===== config.mk =====
export PLATFORM = sky130hd
export DESIGN_NAME = fwd_hazard_unit_flat
export DESIGN_NICKNAME = d
export VERILOG_FILES = /design/src/rtl/fwd_hazard_unit_if.sv /design/src/rtl/fwd_hazard_unit.sv /design/src/flat_wrapper.sv
export SDC_FILE = /design/constraint.sdc
export NUM_CORES = 1
export LEC_CHECK = 0
export ABC_CLOCK_PERIOD_IN_PS = 2300
export CAP_MARGIN = 20
export CORE_MARGIN = 1.5
export CORE_UTILIZATION = 60
export DETAILED_ROUTE_END_ITERATION = 7
export DONT_BUFFER_PORTS = 1
export PLACE_DENSITY = 0.81
export SLEW_MARGIN = 40
export SYNTH_ARGS = -nofsm -noshare
export SYNTH_HDL_FRONTEND = slang
export SYNTH_SLANG_ARGS = --single-unit

===== constraint.sdc =====
create_clock -name clk -period 2.3 [get_ports clk]
set_input_delay 0.345 -clock clk [delete_from_list [all_inputs] [get_ports clk]]
set_output_delay 0.345 -clock clk [all_outputs]
set_load 0.005 [all_outputs]

===== src/rtl/fwd_hazard_unit_if.sv =====
// Operand-forwarding / hazard bus between the ID/EX pipeline registers and fwd_hazard_unit.
// master = pipeline control side, slave = fwd_hazard_unit.
interface fwd_hazard_unit_if #(
  parameter int unsigned NUM_SRC = 2,
  parameter int unsigned REG_AW  = 5
);
  logic [NUM_SRC*REG_AW-1:0] id_rs;
  logic [NUM_SRC-1:0]        id_rs_used;
  logic [NUM_SRC*REG_AW-1:0] ex_rs;
  logic [REG_AW-1:0]         ex_rd;
  logic                      ex_regwrite;
  logic                      ex_memread;
  logic                      ex_mul_start;
  logic [REG_AW-1:0]         mem_rd;
  logic                      mem_regwrite;
  logic [REG_AW-1:0]         wb_rd;
  logic                      wb_regwrite;
  logic [2*NUM_SRC-1:0]      fw_sel;
  logic                      stall;
  logic                      flush_ex;
  logic                      mul_done;
  logic [31:0]               stall_cycles;

  modport master (
    output id_rs, id_rs_used, ex_rs, ex_rd, ex_regwrite, ex_memread, ex_mul_start,
           mem_rd, mem_regwrite, wb_rd, wb_regwrite,
    input  fw_sel, stall, flush_ex, mul_done, stall_cycles
  );

  modport slave (
    input  id_rs, id_rs_used, ex_rs, ex_rd, ex_regwrite, ex_memread, ex_mul_start,
           mem_rd, mem_regwrite, wb_rd, wb_regwrite,
    output fw_sel, stall, flush_ex, mul_done, stall_cycles
  );
endinterface


===== src/rtl/fwd_hazard_unit.sv =====
// Forwarding selects, load-use stall/bubble and multi-cycle-op freeze for NUM_SRC operands.
// Optional stall statistics counter enabled by defining FWD_HAZ_STATS_EN.
module fwd_hazard_unit #(
  parameter int unsigned NUM_SRC = 2,
  parameter int unsigned REG_AW  = 5,
  parameter int unsigned MUL_LAT = 3
) (
  input logic              clk,
  input logic              rst,
  fwd_hazard_unit_if.slave bus
);

  localparam int unsigned CNT_W = $clog2(MUL_LAT) + 1;

  typedef enum logic {IDLE, MUL_BUSY} state_t;

  state_t               state;
  logic [CNT_W-1:0]     cnt;
  logic [NUM_SRC-1:0]   id_hit;
  logic [2*NUM_SRC-1:0] fw_sel_c;
  logic                 luh_c;
  logic                 stall_c;
  logic                 flush_ex_c;
  logic                 mul_done_c;

  // Per-operand forwarding select and load-use match; EX/MEM beats MEM/WB, r0 never forwarded.
  for (genvar g = 0; g < NUM_SRC; g++) begin : g_src
    logic [REG_AW-1:0] ex_src;
    logic [REG_AW-1:0] id_src;
    logic              mem_hit;
    logic              wb_hit;

    assign ex_src  = bus.ex_rs[g*REG_AW +: REG_AW];
    assign id_src  = bus.id_rs[g*REG_AW +: REG_AW];
    assign mem_hit = bus.mem_regwrite && (bus.mem_rd != '0) && (bus.mem_rd == ex_src);
    assign wb_hit  = bus.wb_regwrite && (bus.wb_rd != '0) && (bus.wb_rd == ex_src);
    assign fw_sel_c[2*g +: 2] = rst     ? 2'b00 :
                                mem_hit ? 2'b10 :
                                wb_hit  ? 2'b01 : 2'b00;
    assign id_hit[g] = bus.id_rs_used[g] && (id_src == bus.ex_rd);
  end

  assign luh_c = bus.ex_memread && bus.ex_regwrite && (bus.ex_rd != '0) && (|id_hit);

  // Busy tracker: entry loads MUL_LAT-2 so the cnt==0 cycle is the op's final EX cycle.
  always_ff @(posedge clk or posedge rst) begin
    if (rst) begin
      state <= IDLE;
      cnt   <= '0;
    end else begin
      case (state)
        IDLE: begin
          if (bus.ex_mul_start) begin
            state <= MUL_BUSY;
            cnt   <= CNT_W'(MUL_LAT - 2);
          end
        end
        MUL_BUSY: begin
          if (cnt != '0) cnt <= cnt - CNT_W'(1);
          else           state <= IDLE;
        end
        default: state <= IDLE;
      endcase
    end
  end

  // Pipeline control; a multi-cycle op outranks a (decoder-error) simultaneous load-use.
  always_comb begin
    stall_c    = 1'b0;
    flush_ex_c = 1'b0;
    mul_done_c = 1'b0;
    if (!rst) begin
      case (state)
        IDLE: begin
          if (bus.ex_mul_start) begin
            stall_c = 1'b1;
          end else if (luh_c) begin
            stall_c    = 1'b1;
            flush_ex_c = 1'b1;
          end
        end
        MUL_BUSY: begin
          if (cnt != '0) stall_c    = 1'b1;
          else           mul_done_c = 1'b1;
        end
        default: ;
      endcase
    end
  end

  assign bus.fw_sel   = fw_sel_c;
  assign bus.stall    = stall_c;
  assign bus.flush_ex = flush_ex_c;
  assign bus.mul_done = mul_done_c;

`ifdef FWD_HAZ_STATS_EN
  logic [31:0] stall_cycles_q;

  // Saturating count of stalled cycles.
  always_ff @(posedge clk or posedge rst) begin
    if (rst)                                  stall_cycles_q <= '0;
    else if (stall_c && (stall_cycles_q != '1)) stall_cycles_q <= stall_cycles_q + 32'd1;
  end

  assign bus.stall_cycles = stall_cycles_q;
`else
  assign bus.stall_cycles = 32'd0;
`endif

endmodule


===== src/flat_wrapper.sv =====
// flat-port wrapper written by rule: the top's interface ports become plain ports
module fwd_hazard_unit_flat 
#(
  parameter int unsigned NUM_SRC = 2,
  parameter int unsigned REG_AW  = 5,
  parameter int unsigned MUL_LAT = 3
)
  (clk, rst, bus_id_rs, bus_id_rs_used, bus_ex_rs, bus_ex_rd, bus_ex_regwrite, bus_ex_memread, bus_ex_mul_start, bus_mem_rd, bus_mem_regwrite, bus_wb_rd, bus_wb_regwrite, bus_fw_sel, bus_stall, bus_flush_ex, bus_mul_done, bus_stall_cycles);
  fwd_hazard_unit_if #(.NUM_SRC(NUM_SRC), .REG_AW(REG_AW)) bus_i ();
  input logic clk;
  input logic rst;
  input wire logic [$bits(bus_i.id_rs)-1:0] bus_id_rs;
  input wire logic [$bits(bus_i.id_rs_used)-1:0] bus_id_rs_used;
  input wire logic [$bits(bus_i.ex_rs)-1:0] bus_ex_rs;
  input wire logic [$bits(bus_i.ex_rd)-1:0] bus_ex_rd;
  input wire logic [$bits(bus_i.ex_regwrite)-1:0] bus_ex_regwrite;
  input wire logic [$bits(bus_i.ex_memread)-1:0] bus_ex_memread;
  input wire logic [$bits(bus_i.ex_mul_start)-1:0] bus_ex_mul_start;
  input wire logic [$bits(bus_i.mem_rd)-1:0] bus_mem_rd;
  input wire logic [$bits(bus_i.mem_regwrite)-1:0] bus_mem_regwrite;
  input wire logic [$bits(bus_i.wb_rd)-1:0] bus_wb_rd;
  input wire logic [$bits(bus_i.wb_regwrite)-1:0] bus_wb_regwrite;
  output wire logic [$bits(bus_i.fw_sel)-1:0] bus_fw_sel;
  output wire logic [$bits(bus_i.stall)-1:0] bus_stall;
  output wire logic [$bits(bus_i.flush_ex)-1:0] bus_flush_ex;
  output wire logic [$bits(bus_i.mul_done)-1:0] bus_mul_done;
  output wire logic [$bits(bus_i.stall_cycles)-1:0] bus_stall_cycles;
  assign bus_i.id_rs = bus_id_rs;
  assign bus_i.id_rs_used = bus_id_rs_used;
  assign bus_i.ex_rs = bus_ex_rs;
  assign bus_i.ex_rd = bus_ex_rd;
  assign bus_i.ex_regwrite = bus_ex_regwrite;
  assign bus_i.ex_memread = bus_ex_memread;
  assign bus_i.ex_mul_start = bus_ex_mul_start;
  assign bus_i.mem_rd = bus_mem_rd;
  assign bus_i.mem_regwrite = bus_mem_regwrite;
  assign bus_i.wb_rd = bus_wb_rd;
  assign bus_i.wb_regwrite = bus_wb_regwrite;
  assign bus_fw_sel = bus_i.fw_sel;
  assign bus_stall = bus_i.stall;
  assign bus_flush_ex = bus_i.flush_ex;
  assign bus_mul_done = bus_i.mul_done;
  assign bus_stall_cycles = bus_i.stall_cycles;
  fwd_hazard_unit #(.NUM_SRC(NUM_SRC), .REG_AW(REG_AW), .MUL_LAT(MUL_LAT)) u_core (.clk(clk), .rst(rst), .bus(bus_i));
endmodule

==> results of run 1 <==
-- logic make-up (layout without fill, tap and decap cells) --
family                     Yosys count  count (layout)  share of synthesized area [%]
DFF                                  4               4                           11.0
muxes                                1               1                           1.23
and+or+nand+nor                     35              35                           21.9
buffers and inverters               35               7                           27.6
other                                1              32                          0.411
adders and majority gates            2               2                           2.74
xor gates and xnor gates            30              30                           28.8
AOI/OAI and AO/OA                    8               8                           6.31
-- routing by layer --
metal	vias up	part of all wire [%]	track usage, %
met5	-	0	0
li1	335	-	-
met2	38	53	33.1
met4	0	0.48	7.10
met3	2	10	6.03
met1	319	36	19.0
-- layout make-up --
cell class	count	area [µm²]	area share, %
Multi-Input combinational cell	108	677	80.6
Sequential cell	4	100	11.9
Clock buffer	3	22.5	2.68
Tap cell	15	18.8	2.24
Inverter	3	11.3	1.34
Timing Repair Buffer	1	10.0	1.19
-- cell usage after synthesis, types with 2 or more instances --
cell type / number / share of area [%]
buf_4: 32 / 26
xnor2_1: 20 / 19
xor2_1: 10 / 9.6
nand2_1: 7 / 2.9
nor2_1: 6 / 2.5
dfrtp_1: 4 / 11
or4_1: 4 / 3.3
inv_1: 3 / 1.2
nor3_1: 3 / 1.6
nor4_1: 3 / 2.1
ha_1: 2 / 2.7
nand2b_1: 2 / 1.4
nand3_1: 2 / 1.1
nand4_1: 2 / 1.4
nor4_2: 2 / 2.7
-- final timing paths --
kind,start,endpoint,cells after the start
max,bus_mem_rd[1],bus_fw_sel[2],4
min,bus_ex_mul_start,u_core.cnt[2],1
max reg2reg,u_core.cnt[0],u_core.cnt[0],6
min reg2reg,u_core.cnt[0],u_core.cnt[0],1
max in group asynchronous,rst,u_core.cnt[0],2
min in group asynchronous,rst,u_core.state,2
-- registers in the layout, indices dropped and copies added, names as in the netlist --
register,count
u_core.cnt,3
u_core.state,1
-- power by group --
group | total, mW | switching (mW) | internal [mW]
clock network | 0.0881 | 0.0297 | 0.0584
registers | 0.138 | 0.0327 | 0.106
logic | 0.235 | 0.115 | 0.120
total | 0.462 | 0.177 | 0.284
-- through the flow --
stage | std cells | utilization (%) | instance area (µm²) | hold WS, ns
2_1_floorplan | 147 | - | 1030 | 0.128
3_3_place_gp | 130 | 59.1 | 807 | 0.155
3_5_place_dp | 130 | 59.1 | 807 | 0.158
4_1_cts | 134 | 61.4 | 840 | 0.208
5_1_grt | 134 | 61.4 | 840 | 0.213
6_report | 134 | 61.4 | 840 | 0.213
==> impl_metrics.ini, run 1 <==
[clock_tree]
cts_buffers = 3
tritoncts = built
clock_sinks = 4
cts-hold-fix-buffers = 1
cts_max_level = 1
postCtsResizedCells = 0
cts_root_buffer = clkbuf_4
clkTransAtPathRegs_ns = 0.04
cts_setup_buffers = 0
cts.path.max_buffers = 2
clock_latency_ns = 0.23

[global_route]
grt_max_degree = 8
antenna_found_initial = 0
grt_pass1_vias = 612
grt_use_total_pct = 18.2
grt-ovfl-total = 0
grt_first_pass_wirelength_um = 2550

[final_layout]
drive_above_1_share_pct = 5.88
nets = 167
final_cell_mix = conb_1, xnor2_1, xor2_1
final_common_cell = conb_1
insertedDiodeCount = 0
synthToLayoutAreaGrowth_pct = -7.96
fillers = 134

[setup_path]
r2r_slack_ns = 1.01
worstPathCellList = or4_1, o21ai_2, nor3_1, nor4_2
cp_data_required_time_ns = 1.96
cp_top_family = simple AND/OR/NAND/NOR gates
worstSetupPathType = in -> out
crit_path_top_delay_cell = or4_1
slowest_delay_ns = 0.55
crit_fanout = 4
worst-path-buf-inv = 0
crit_arrival_ns = 1.49
end_kind = output pin
crit_path_start_kind = input port

[floorplanning]
die_area_um2 = 1760
rows = 13
die_w_um = 42.0
io_pins = 83
core_area_um2 = 1370
start_util_pct = 66.8
die_h_um = 42.0

[timing]
slew_viol_final = 0
tns_ns = 0
max_freq_mhz = 544
setup_ws_ns = 0.461
finalHoldViolations = 0
skew_ns = 0.000970
fin_crit_sh_pct = 79.9
grt_setup_unrepaired = false
finalSetupViolCount = 0
fin_crit_ns = 1.84

[logic_synthesis]
ys.flop_type = dfrtp_1
seq_area_frac_synth_pct = 11.0
synth_edf_count = 0
synthArstFlopShare_pct = 100
ys_ff_latch = 4
synth.cell_area_um2 = 912
synth_area_per_cell_um2 = 7.86
yosysWarnings = 0
synthCells = 116
ys_types = 29

[power_and_ir_drop]
power_leakage_nw = 0.354
power.total_mw = 0.462
power_density_nw_per_um2 = 550
ir_drop_mv = 0.256

[placement]
pre_cts_slack_ns = 0.459
gp_congestion = 0.771
hpwlAfterDp_um = 1500
port_buffers = 0

[route]
postRouteAntennaNets = 0
via_count = 694
first_iter_violations = 9
routedWlPerCell_um = 12.6
firstDrtPassIters = 6
drt_wl_total_um = 1680
routed_via_density = 5.18
route.detailed.drc = 0

[outcome]
run_status = complete, no violations

[worst_hold_path]
min_path_type = in -> reg

[job]
drv_cap = 0
No activity file was read; power rests on OpenSTA's default activity.
==> inputs of run 2 (changes only) <==
--- a/config.mk
+++ b/config.mk
@@ -5,13 +5,13 @@
 export SDC_FILE = /design/constraint.sdc
 export NUM_CORES = 1
 export LEC_CHECK = 0
-export ABC_CLOCK_PERIOD_IN_PS = 2300
+export ABC_CLOCK_PERIOD_IN_PS = 1600
 export CAP_MARGIN = 20
 export CORE_MARGIN = 1.5
-export CORE_UTILIZATION = 60
+export CORE_UTILIZATION = 56
 export DETAILED_ROUTE_END_ITERATION = 7
 export DONT_BUFFER_PORTS = 1
-export PLACE_DENSITY = 0.81
+export PLACE_DENSITY = 0.79
 export SLEW_MARGIN = 40
 export SYNTH_ARGS = -nofsm -noshare
 export SYNTH_HDL_FRONTEND = slang
==> constraint.sdc (replaced) <==
create_clock -name clk -period 1.6 [get_ports clk]
set_input_delay 0.24 -clock clk [delete_from_list [all_inputs] [get_ports clk]]
set_output_delay 0.24 -clock clk [all_outputs]
set_load 0.005 [all_outputs]
==> run 2 against run 1 <==
Compared with the run above: clock skew is 0.00093 ns lower; total power is 74% higher; core utilization is 1.7 points lower; via count is 8.5% higher; sequential share of layout area is 0.93 points lower; flip-flop and latch count stayed put; critical path depth stayed put; final area is 8.5% higher; final cell count is 5.2% higher.
==> impl_metrics.ini, run 2 (synthesis gave the netlist of run 1 again) <==
[outcome]
run_status = complete, no violations

[global_route]
grt_use_total_pct = 19.6
grt-ovfl-total = 0
grt_pass1_vias = 699
antenna_found_initial = 0
grt_max_degree = 8
grt_first_pass_wirelength_um = 2860

[setup_path]
crit_arrival_ns = 1.33
crit_path_start_kind = input port
r2r_slack_ns = 0.36
crit_fanout = 3
end_kind = output pin
cp_data_required_time_ns = 1.36
worstSetupPathType = in -> out

[clock_tree]
cts_max_level = 1
cts_buffers = 3
cts.path.max_buffers = 2
clock_latency_ns = 0.23
clock_sinks = 4
clkTransAtPathRegs_ns = 0.04
cts_root_buffer = clkbuf_4
tritoncts = built

[timing]
fin_crit_ns = 1.57
finalSetupViolCount = 0
slew_viol_final = 0
worst_hold_slack_ns = 0.116
finalHoldViolations = 0
skew_ns = 0.0000403
grt_setup_unrepaired = true
tns_ns = 0
max_freq_mhz = 637
fin_crit_sh_pct = 98.0

[final_layout]
top_regs = u_core.cnt: 3 flops, u_core.state: 1 flops
largest_register = u_core.cnt
insertedDiodeCount = 0
synthToLayoutAreaGrowth_pct = -0.137
register_area_um2 = 100
fillers = 135
final_common_cell = conb_1
nets = 173
largest_reg_flops = 3
layoutNonFillerInstCount = 141
multi_input_area_um2 = 702
drive_above_1_share_pct = 15.2
fin_util_pct = 59.8
final_cell_mix = conb_1, xnor2_1, xor2_1

[placement]
placed_cells = 133
hpwlAfterDp_um = 1620
gp_congestion = 0.822
port_buffers = 0

[worst_hold_path]
min_path_type = in -> reg

[floorplanning]
io_pins = 83
die_w_um = 43.4
die_area_um2 = 1880
rows = 14
core_area_um2 = 1520
die_h_um = 43.4
start_util_pct = 59.9

[route]
routedWlPerCell_um = 13.7
firstDrtPassIters = 4
first_iter_violations = 10
via_count = 753
routed_via_density = 5.34
route.detailed.drc = 0
postRouteAntennaNets = 0
drt_wl_total_um = 1930

[power_and_ir_drop]
ir_drop_mv = 0.354
power.total_mw = 0.802
power_leakage_nw = 0.395
power_density_nw_per_um2 = 880

[job]
drv_cap = 0
==> run 2: cell type report <==
cell class,count,share of cell area (%)
Sequential cell,4,11.0
Clock buffer,3,2.47
Inverter,3,1.24
Tap cell,16,2.20
Timing Repair Buffer,7,6.04
Multi-Input combinational cell,108,77.1
==> run 2: timing repair <==
action	4_1_cts	5_1_grt
pin swaps	2	2
endpoints found under the hold margin	4	0
hold buffers	1	0
gates resized for setup	4	4
endpoints found under the setup margin	2	2
buffers inserted	3	1
==> run 2: worst paths after layout <==
kind                             startpoint             to  cells after the start
setup / recovery               bus_wb_rd[1]  bus_fw_sel[0]                      4
setup reg to reg              u_core.cnt[1]  u_core.cnt[1]                      7
max in group asynchronous               rst  u_core.cnt[2]                      3
hold reg to reg               u_core.cnt[0]  u_core.cnt[0]                      2
hold / removal             bus_ex_mul_start  u_core.cnt[2]                      1
min in group asynchronous               rst  u_core.cnt[1]                      3
==> run 2: routing by layer <==
metal  vias to the layer above  routed length [µm]  GRT usage, %
met3                         4                 153          3.33
met2                        44                1090          40.9
li1                        348                   -             -
met5                         -                   0             0
met1                       357                 650          19.7
met4                         0                  33          4.24
==> run 2: through the flow <==
step	instance area, µm²	setup WS, ns
after floorplan	1030	0.0513
after global placement	823	0.0400
after detailed placement	823	-0.00559
after CTS	888	0.00948
after global routing	911	-0.0132
final	911	0.0313
==> run 2: where the power goes <==
group | switching (mW) | total (mW) | leakage [nW] | internal [mW]
logic | 0.216 | 0.478 | 0.335 | 0.262
registers | 0.0494 | 0.201 | 0.0462 | 0.152
clock network | 0.0385 | 0.122 | 0.0138 | 0.0837
total | 0.304 | 0.802 | 0.395 | 0.497
==> run 2: critical path, cell delays in order <==
cell      delay (ns)
or4_1           0.08
o211ai_1        0.10
or4_1           0.55
nor4_2          0.35
==> inputs of run 3 (changes only) <==
--- a/config.mk
+++ b/config.mk
@@ -7,8 +7,10 @@
 export LEC_CHECK = 0
 export ABC_CLOCK_PERIOD_IN_PS = 1600
 export CAP_MARGIN = 20
+export CELL_PAD_IN_SITES_DETAIL_PLACEMENT = 1
+export CELL_PAD_IN_SITES_GLOBAL_PLACEMENT = 1
 export CORE_MARGIN = 1.5
-export CORE_UTILIZATION = 56
+export CORE_UTILIZATION = 36
 export DETAILED_ROUTE_END_ITERATION = 7
 export DONT_BUFFER_PORTS = 1
 export PLACE_DENSITY = 0.79
==> run 3 against run 2 <==
Compared with the run above: the run now ends with setup timing left; sequential power hardly changed; worst hold slack better by 0.019 ns; flip-flop and latch count stayed put; via count is 0.80% higher; fmax is 2.1% lower; total power is 8.3% higher; critical path depth is 1 higher; highest routed layer unchanged; clock skew is 0.0025 ns higher; critical endpoint is now bus_stall; final area is 4.8% higher; count of clock-buffer cells in the layout stayed put; final cell count is 12% higher.
==> impl_metrics.ini, run 3 (synthesis gave the netlist of run 1 again) <==
[clock_tree]
cts_root_buffer = clkbuf_4
cts_buffers = 3
tritoncts = built
clock_latency_ns = 0.24
clkTransAtPathRegs_ns = 0.04
clock_sinks = 4
cts_max_level = 1
cts.path.max_buffers = 2

[floorplanning]
die_w_um = 53.3
start_util_pct = 37.5
rows = 18
die_h_um = 53.3
core_area_um2 = 2430
io_pins = 83
die_area_um2 = 2840

[power_and_ir_drop]
combPwrFrac_pct = 61.9
power_density_nw_per_um2 = 909
switchingPower_mw = 0.333
power_frac_seq_pct = 23.3
power.internal_mw = 0.535
switching_share_pct = 38.4
power.total_mw = 0.868
power_leakage_nw = 0.411
ir_drop_mv = 0.508
clockPowerShare_pct = 14.8

[final_layout]
drive_above_1_share_pct = 18.0
stdcell_area_um2 = 955
final_cell_mix = conb_1, xnor2_1, xor2_1
largest_reg_flops = 3
top_regs = u_core.cnt: 3 flops, u_core.state: 1 flops
largest_register = u_core.cnt
synthToLayoutAreaGrowth_pct = 4.66
insertedDiodeCount = 0
fin_util_pct = 39.2
fillers = 313
final_common_cell = conb_1
nets = 176

[setup_path]
crit_path_top_delay_cell = dfrtp_1
r2r_start = u_core.cnt[0]
worstSetupPathType = reg -> out
rr_worst_depth = 8
cp_data_required_time_ns = 1.36
end_kind = output pin
crit_path_start_kind = register
crit_fanout = 3
rr_endpoint = u_core.cnt[0]
r2r_slack_ns = 0.17
crit_arrival_ns = 1.36
worstPathCellList = inv_2, ha_4, nand3b_1, nor2b_4, a32o_2
slowest_delay_ns = 0.38

[timing]
grt_setup_unrepaired = true
slew_viol_final = 0
setup_ws_ns = -0.00190
fin_crit_ns = 1.60
finalHoldViolations = 0
fin_crit_sh_pct = 100
finalSetupViolCount = 1
skew_ns = 0.00259
tns_ns = -0.00190
max_freq_mhz = 624

[placement]
gp_congestion = 0.673
port_buffers = 0
pre_cts_slack_ns = -0.0637
place_area_um2 = 833
hpwlAfterDp_um = 1930

[global_route]
antenna_found_initial = 0
grt_use_total_pct = 16.9
grt_first_pass_wirelength_um = 3450
grt-ovfl-total = 0
grt_pass1_vias = 766
grt_max_degree = 8

[route]
route.detailed.drc = 0
firstDrtPassIters = 2
first_iter_violations = 5
drt_wl_total_um = 2340
via_count = 759
routed_via_density = 4.80
routedWlPerCell_um = 14.8
postRouteAntennaNets = 0

[job]
drv_cap = 0

[outcome]
run_status = finished, violations left
violations = setup timing

[worst_hold_path]
whs_path_depth = 1
whs_endpoint = u_core.cnt[2]
min_from = bus_ex_mul_start
min_path_type = in -> reg
-- run 3: power groups by stage --
stage / Sequential (mW) / Clock, mW / Combinational [mW]
floorplan: 0.187 / 0 / 0.351
global placement: 0.196 / 0 / 0.333
detailed placement: 0.204 / 0 / 0.350
CTS: 0.197 / 0.135 / 0.464
global route: 0.208 / 0.144 / 0.594
finish: 0.202 / 0.128 / 0.537
-- run 3: worst max-delay path, delay by kind of cell, from the launching register on --
| kind | cells | cell delay [ns] |
|---|---|---|
| buffers and inverters | 1 | 0.09 |
| adders and majority gates | 1 | 0.14 |
| AOI/OAI and AO/OA | 1 | 0.23 |
| DFF | 1 | 0.38 |
| and+or+nand+nor | 2 | 0.28 |
-- run 3: metrics by stage --
step                      hold slack [ns]  cells
after global placement              0.124    146
after detailed placement            0.127    146
after floorplan                    0.0227    147
final                               0.134    158
after global routing                0.120    158
after CTS                           0.132    156
-- run 3: timing repair --
| item | 4_1_cts | 5_1_grt |
|---|---|---|
| resized for setup | 6 | 3 |
| gates cloned | 0 | 0 |
| buffers inserted | 6 | 2 |
| hold buffers | 1 | 0 |
| pin swaps | 4 | 1 |
| endpoints found under the hold margin | 4 | 0 |
| endpoints found under the setup margin | 3 | 1 |
-- run 3: area by class of cell --
type	instances	area, µm²	area share (%)
clock buffers	3	22.5	2.36
inverters	3	11.3	1.18
multi-input cells	108	706	73.9
flip-flops and latches	4	100	10.5
well taps	30	37.5	3.93
repair buffers	10	77.6	8.13
-- run 3: layer usage --
layer	wire, µm	share of wire [%]	vias up	GRT usage [%]
met3	127	5.4	2	2.82
met1	772	33	369	16.5
met2	1430	61	35	33.7
met5	0	0	-	0
met4	9	0.39	0	7.26
li1	-	-	353	-
-- run 3: how the worst max path moves through the flow --
stage | startpoint | endpoint | cells after the start
5_1_grt | u_core.cnt[0] | bus_stall | 5
6_report | u_core.cnt[0] | bus_stall | 5
2_1_floorplan | bus_mem_rd[1] | bus_fw_sel[0] | 4
4_1_cts | u_core.cnt[0] | bus_stall | 5
3_3_place_gp | bus_mem_rd[1] | bus_fw_sel[2] | 4
3_5_place_dp | bus_mem_rd[1] | bus_fw_sel[0] | 4
